### config.mk
export PLATFORM = sky130hd
export DESIGN_NAME = alu_param
export DESIGN_NICKNAME = d
export VERILOG_FILES = /design/src/rtl/alu_param.sv
export SDC_FILE = /design/constraint.sdc
export NUM_CORES = 1
export LEC_CHECK = 0
export BUFFER_PORTS_ARGS = -buffer_cell sky130_fd_sc_hd__buf_4
export CAP_MARGIN = 20
export CORE_MARGIN = 1
export CORE_UTILIZATION = 64
export CTS_BUF_LIST = sky130_fd_sc_hd__clkbuf_8
export DETAILED_ROUTE_END_ITERATION = 8
export GPL_ROUTABILITY_DRIVEN = 0
export MAX_ROUTING_LAYER = met4
export PLACE_DENSITY_LB_ADDON = 0.1
export REMOVE_ABC_BUFFERS = 1
export SYNTH_ARGS = -nofsm -noshare
export SYNTH_HDL_FRONTEND = slang
export SYNTH_SLANG_ARGS = --single-unit
### constraint.sdc
create_clock -name clk -period 4.1 [get_ports clk]
set_clock_uncertainty 0.15 [all_clocks]
set_input_delay 0.82 -clock clk [delete_from_list [all_inputs] [get_ports clk]]
set_output_delay 0.82 -clock clk [all_outputs]
set_load 0.03 [all_outputs]
### src/rtl/alu_param.sv
// Parameterised ALU: single-cycle arithmetic/logic/shift operations plus iterative
// shift-add multiply and restoring divide, with power-down abort and output isolation.

module alu_param #(
  parameter int WIDTH = 16,
  parameter int SHW   = $clog2(WIDTH)
) (
  input  logic             clk,
  input  logic             rst_n,
  input  logic             alu_pwr_en,
  input  logic             iso_en,
  input  logic             in_valid,
  output logic             in_ready,
  input  logic [WIDTH-1:0] a,
  input  logic [WIDTH-1:0] b,
  input  logic [3:0]       opcode,
  output logic             out_valid,
  input  logic             out_ready,
  output logic [WIDTH-1:0] result,
  output logic [WIDTH-1:0] result_hi,
  output logic [3:0]       flags,
  output logic             busy
);

  localparam int            CW        = $clog2(WIDTH + 1);
  localparam logic [CW-1:0] LAST_STEP = CW'(WIDTH - 1);

  localparam logic [3:0] OP_ADD  = 4'h0;
  localparam logic [3:0] OP_SUB  = 4'h1;
  localparam logic [3:0] OP_AND  = 4'h2;
  localparam logic [3:0] OP_OR   = 4'h3;
  localparam logic [3:0] OP_XOR  = 4'h4;
  localparam logic [3:0] OP_NOR  = 4'h5;
  localparam logic [3:0] OP_SLL  = 4'h6;
  localparam logic [3:0] OP_XNOR = 4'h7;
  localparam logic [3:0] OP_MUL  = 4'h8;
  localparam logic [3:0] OP_DIV  = 4'h9;
  localparam logic [3:0] OP_SRL  = 4'hA;
  localparam logic [3:0] OP_SRA  = 4'hB;

  typedef enum logic [1:0] {IDLE, EXEC, DONE} state_t;

  state_t           state_q, state_d;
  logic [CW-1:0]    cnt_q, cnt_d;
  logic [WIDTH-1:0] opA_q, opA_d;
  logic [WIDTH-1:0] opB_q, opB_d;
  logic [3:0]       op_q, op_d;
  logic [WIDTH-1:0] workHi_q, workHi_d;
  logic [WIDTH-1:0] workLo_q, workLo_d;
  logic [WIDTH-1:0] result_q, result_d;
  logic [WIDTH-1:0] resultHi_q, resultHi_d;
  logic [3:0]       flags_q, flags_d;

  logic [WIDTH:0]   addFull, subFull;
  logic [SHW-1:0]   shamt;
  logic [WIDTH-1:0] quickRes, quickHi;
  logic             quickCarry, quickOvf, quickDiv0;
  logic [3:0]       quickFlags;

  // Single-cycle results come straight from the live inputs on the accepting edge.
  always_comb begin
    addFull    = {1'b0, a} + {1'b0, b};
    subFull    = {1'b0, a} - {1'b0, b};
    shamt      = b[SHW-1:0];
    quickRes   = '0;
    quickHi    = '0;
    quickCarry = 1'b0;
    quickOvf   = 1'b0;
    quickDiv0  = 1'b0;
    case (opcode)
      OP_ADD: begin
        quickRes   = addFull[WIDTH-1:0];
        quickCarry = addFull[WIDTH];
        quickOvf   = (a[WIDTH-1] == b[WIDTH-1]) && (addFull[WIDTH-1] != a[WIDTH-1]);
      end
      OP_SUB: begin
        quickRes   = subFull[WIDTH-1:0];
        quickCarry = subFull[WIDTH];
        quickOvf   = (a[WIDTH-1] != b[WIDTH-1]) && (subFull[WIDTH-1] != a[WIDTH-1]);
      end
      OP_AND:  quickRes = a & b;
      OP_OR:   quickRes = a | b;
      OP_XOR:  quickRes = a ^ b;
      OP_NOR:  quickRes = ~(a | b);
      OP_SLL:  quickRes = a << shamt;
      OP_XNOR: quickRes = ~(a ^ b);
      OP_SRL:  quickRes = a >> shamt;
      OP_SRA:  quickRes = WIDTH'($signed(a) >>> shamt);
      OP_DIV: begin
        quickHi   = a;
        quickDiv0 = 1'b1;
      end
      default: ;
    endcase
    quickFlags = {quickDiv0, quickOvf, quickCarry, quickRes == '0};
  end

  logic [WIDTH:0]   mulSum, divShift;
  logic             divFits;
  logic [WIDTH-1:0] divDiff, stepHi, stepLo;

  // One iteration: MUL keeps {acc, multiplier}, DIV keeps {remainder, quotient}.
  always_comb begin
    mulSum   = {1'b0, workHi_q} + (workLo_q[0] ? {1'b0, opA_q} : '0);
    divShift = {workHi_q, workLo_q[WIDTH-1]};
    divFits  = divShift >= {1'b0, opB_q};
    divDiff  = WIDTH'(divShift - {1'b0, opB_q});
    if (op_q == OP_MUL) begin
      stepHi = mulSum[WIDTH:1];
      stepLo = {mulSum[0], workLo_q[WIDTH-1:1]};
    end else begin
      stepHi = divFits ? divDiff : divShift[WIDTH-1:0];
      stepLo = {workLo_q[WIDTH-2:0], divFits};
    end
  end

  always_comb begin
    state_d    = state_q;
    cnt_d      = cnt_q;
    opA_d      = opA_q;
    opB_d      = opB_q;
    op_d       = op_q;
    workHi_d   = workHi_q;
    workLo_d   = workLo_q;
    result_d   = result_q;
    resultHi_d = resultHi_q;
    flags_d    = flags_q;
    if (!alu_pwr_en) begin
      state_d = IDLE;
      cnt_d   = '0;
    end else begin
      case (state_q)
        IDLE: begin
          if (in_valid && !iso_en) begin
            opA_d = a;
            opB_d = b;
            op_d  = opcode;
            cnt_d = '0;
            if ((opcode == OP_MUL) || ((opcode == OP_DIV) && (b != '0))) begin
              state_d  = EXEC;
              workHi_d = '0;
              workLo_d = (opcode == OP_MUL) ? b : a;
            end else begin
              state_d    = DONE;
              result_d   = quickRes;
              resultHi_d = quickHi;
              flags_d    = quickFlags;
            end
          end
        end
        EXEC: begin
          workHi_d = stepHi;
          workLo_d = stepLo;
          cnt_d    = cnt_q + CW'(1);
          if (cnt_q == LAST_STEP) begin
            state_d    = DONE;
            cnt_d      = '0;
            result_d   = stepLo;
            resultHi_d = stepHi;
            flags_d    = (op_q == OP_MUL) ? {1'b0, stepHi != '0, 1'b0, stepLo == '0}
                                          : {3'b000, stepLo == '0};
          end
        end
        DONE: begin
          if (out_ready) state_d = IDLE;
        end
        default: state_d = IDLE;
      endcase
    end
  end

  always_ff @(posedge clk or negedge rst_n) begin
    if (!rst_n) begin
      state_q    <= IDLE;
      cnt_q      <= '0;
      opA_q      <= '0;
      opB_q      <= '0;
      op_q       <= '0;
      workHi_q   <= '0;
      workLo_q   <= '0;
      result_q   <= '0;
      resultHi_q <= '0;
      flags_q    <= '0;
    end else begin
      state_q    <= state_d;
      cnt_q      <= cnt_d;
      opA_q      <= opA_d;
      opB_q      <= opB_d;
      op_q       <= op_d;
      workHi_q   <= workHi_d;
      workLo_q   <= workLo_d;
      result_q   <= result_d;
      resultHi_q <= resultHi_d;
      flags_q    <= flags_d;
    end
  end

  // Isolation clamps every visible output without touching internal state.
  assign in_ready  = (state_q == IDLE) && alu_pwr_en && !iso_en;
  assign out_valid = (state_q == DONE) && !iso_en;
  assign busy      = (state_q == EXEC) && !iso_en;
  assign result    = iso_en ? '0 : result_q;
  assign result_hi = iso_en ? '0 : resultHi_q;
  assign flags     = iso_en ? '0 : flags_q;

endmodule

==> metrics.md <==
| Metric | Value |
|---|---|
| Core footprint | `18000 um2` |
| Crit-path max FO | `12` |
| Final Hold Viols | `0` |
| Initial antenna violation count | `2` |
| Reg2reg start | `opA_q[0]` |
| Worst stage delay on the critical path | `0.62 ns` |
| Hold path start | `resultHi_q[1]` |
| Final worst slack | `0.0684 ns` |
| Clock Tree Root | `clkbuf_8` |
| Via count | `12604` |
| R2r endpoint | `flags_q[2]` |
| Slew Limit Fails | `0` |
| Leak Pwr | `approximately 0.006 uW` |
| Mapped cell area | `11700 um2` |
| Die Ht | `roughly 140 um` |
| CTS Sinks | `111` |
| Reg clk slew, reported paths | `between 0.1 and 0.15 ns` |
| DIE AREA | `~19000 um2` |
| Synth cell types | `85` |
| Mapped Cells | `1498` |
| Worst hold stages | `2` |
| First-pass DRT Iterations | `6` |
| Largest net degree at the start of global routing | `74` |
| Number of enable flip-flop cells after synthesis | `0` |
| Top post-synthesis cells by area | `dfrtp_1 24%, ha_1 9.6%, o21ai_0 6.5%, nand2_1 6.3%, a21oi_1 3.8%` |
| Area grow syn2layout | `13.2%` |
| RSZ-0062 raised after global routing | `false` |
| CTS H-tree depth | `3` |
| All-Layer GR Usage | `0.462` |
| Share of post-route cells with drive strength above 1 | `0.164` |
| # rows | `49` |
| Status | `finished clean` |
| Clock Power Share | `0.182` |
| Post-Route WL | `41.6 mm` |
| Avg Inst Size Synth | `7.81 um2` |
| Grt ovf | `0` |
| Pre-CTS WS | `-0.355 ns` |
| Vias in the first global route | `11436` |
| Reg2Reg Depth | `13` |
| Hpwl dp | `between 30 and 40 mm` |
| DR WL/cell | `about 23 um` |
| Min Tclk post-route | `4.03 ns` |
| Worst slack on hold paths | `roughly 0.33 ns` |
| IO Port Bufs | `80` |
| Net count, final | `1721` |
| Post-synth top area cell | `dfrtp_1` |
| Final setup fails | `0` |
| Hold WC Path Type | `reg -> reg` |
| Pwr Density | `291 nW/um2` |
| Switching Share | `0.426` |
| Max Cap Violations | `0` |
| DRT antenna net count | `0` |
| Synth top area share | `0.237` |
| Int Power | `2210 uW` |
| Worst Hold Path EP | `resultHi_q[1]` |
| Global-route wire length before repair | `63.2 mm` |
| Die X | `137 um` |
| Top-level I/O count | `81` |
| Final period utilization | `0.983` |
| Worst-path cell chain | `buf_4 -> buf_4 -> nor4_1 -> nand4_1 -> a31oi_2 -> a21oi_1 -> or4b_1 -> nor4_1 -> and4_1 -> nor4bb_1 -> o2111ai_1 -> o21ai_1` |
| Worst vdd ir | `around 220 uV` |
| Vias per std cell | `6.92` |
| Total CTS buffers | `9` |
| Initial cell density of the core | `0.651` |
| Combinational fraction of design power | `0.456` |
| Clk Latency, worst-skew pair | `0.41 ns` |
| Ys flop type | `dfrtp_1` |
| Cell family with most CP delay | `simple AND/OR/NAND/NOR gates` |
| # hold bufs at CTS | `0` |
| Psw | `1640 uW` |
| Slew HR | `0.375` |
| FMAX | `about 250 MHz` |
| CP max stage cell | `or4b_1` |
| WS Path Type | `in -> reg` |
| Drc violations | `0` |
| Flop2flop setup slack | `about 0.24 ns` |
| Flop pwr share | `0.362` |
| Initial DRC count | `1872` |
| CTS tree | `done` |
| Yosys Warn Count | `0` |
| Synth Register Bits | `111` |
| Critical path required time | `roughly 4.3 ns` |
| CP Launch Type | `input pin` |
| Post-synthesis sequential area ratio | `0.237` |
| WP buf/inv | `2` |
| Max clock buf depth | `2` |
| Slew @ Worst Pin | `0.937 ns` |
| Worst path arrival time | `4.23 ns` |
| Ys async rst share | `1.00` |
| Setup crit end kind | `flip-flop` |
[cells in the mapped netlist (all sizes together), types with 14 or more instances]
| library cell | n |
|---|---|
| and2 | 26 |
| o31ai | 16 |
| nand2b | 20 |
| dfrtp | 111 |
| mux2 | 19 |
| nor2b | 52 |
| xnor2 | 16 |
| mux4 | 20 |
| o21ai | 162 |
| ha | 90 |
| o211ai | 16 |
| clkbuf | 91 |
| a22oi | 21 |
| nor3 | 30 |
| a21o | 21 |
| a22o | 15 |
| inv | 69 |
| nand3 | 16 |
| a211oi | 18 |
| xor2 | 14 |
| mux2i | 37 |
| buf | 18 |
| a21oi | 90 |
| nor2 | 98 |
| nand2 | 195 |
| nor4 | 15 |
[repair_timing]
action / CTS / global route
gates resized for setup: 0 / 4
setup endpoints to repair: 0 / 2
buffers inserted: 0 / 0
[cell type report]
| cell class | count | area (um2) |
|---|---|---|
| Antenna cell | 2 | 5.00 |
| Clock buffer | 9 | 124 |
| Sequential cell | 111 | 2780 |
| Multi-Input combinational cell | 1208 | 8300 |
| Tap cell | 229 | 287 |
| Timing Repair Buffer | 185 | 1410 |
| Inverter | 70 | 263 |
| Clock inverter | 7 | 77.6 |
| Fill cell | 1418 | 4720 |
[through the flow]
stage	setup TNS, ns	instances	total power, uW	util	instance area [um2]
after global placement	-0.269	1803	3050	0.725	13000
after global routing	0	1821	4030	0.737	13200
after detailed placement	-0.355	1803	3090	0.725	13000
after CTS	0	1819	3780	0.736	13200
final	0	1821	3850	0.737	13200
after floorplan	-45.36	1389	2420	-	11300
[worst max path at each step]
| stage | from | to | slack (ns) | depth (start not counted) |
|---|---|---|---|---|
| 3_3_place_gp | b[0] | flags_q[0] | -0.27 | 12 |
| 4_1_cts | b[0] | flags_q[0] | 0.08 | 12 |
| 3_5_place_dp | b[0] | flags_q[0] | -0.36 | 12 |
| 5_1_grt | opA_q[0] | flags_q[2] | 0.01 | 13 |
| 6_report | b[0] | flags_q[0] | 0.07 | 12 |
| 2_1_floorplan | opcode[0] | flags_q[2] | -1.10 | 9 |
[placed cells by master, fill, tap and decap left out, drive strengths merged, types with 18 or more instances in the layout]
cell	Yosys	final
dfrtp	111	111
ha	90	90
and2	26	26
mux4	20	20
nand2b	20	20
mux2i	37	37
a211oi	18	18
nor3	30	30
mux2	19	19
inv	69	74
o21ai	162	162
nor2	98	98
nor2b	52	52
a21o	21	21
a21oi	90	90
nand2	195	195
a22oi	21	21
buf	18	185
[worst min-delay path, delay by kind of cell (launching register included)]
family	cells	cell delay [ns]
DFF	1	0.36
and+or+nand+nor	1	0.04
AOI/OAI and AO/OA	1	0.05
[state kept, by name (all words and copies together) (netlist names)]
| name | flops |
|---|---|
| state_q | 2 |
| opB_q | 16 |
| result_q | 16 |
| opA_q | 16 |
| workHi_q | 16 |
| op_q | 4 |
| cnt_q | 5 |
| flags_q | 4 |
| workLo_q | 16 |
| resultHi_q | 16 |
[per-layer routing]
| layer | global-route usage | vias to the layer above | routed length [um] |
|---|---|---|---|
| li1 | - | 5640 | - |
| met1 | 0.581 | 5811 | 15800 |
| met2 | 0.648 | 934 | 17400 |
| met3 | 0.129 | 219 | 5300 |
| met4 | 0.300 | 0 | 3080 |
| met5 | - | - | 0 |
[kinds of logic after synthesis]
logic type                 Yosys count  share of synthesized area
and+or+nand+nor                    512                      0.212
AOI/OAI and AO/OA                  496                      0.278
buffers and inverters              179                     0.0590
DFF                                111                      0.237
adders and majority gates           94                      0.103
muxes                               76                     0.0884
xor gates and xnor gates            30                     0.0225
[power by group through the flow]
stage / Clock [uW] / Combinational, uW / Sequential (uW)
detailed placement: 0 / 1680 / 1410
global placement: 0 / 1650 / 1400
global route: 737 / 1880 / 1410
finish: 701 / 1760 / 1390
floorplan: 0 / 1040 / 1370
CTS: 701 / 1690 / 1380
(Power assumes the default switching activity.)
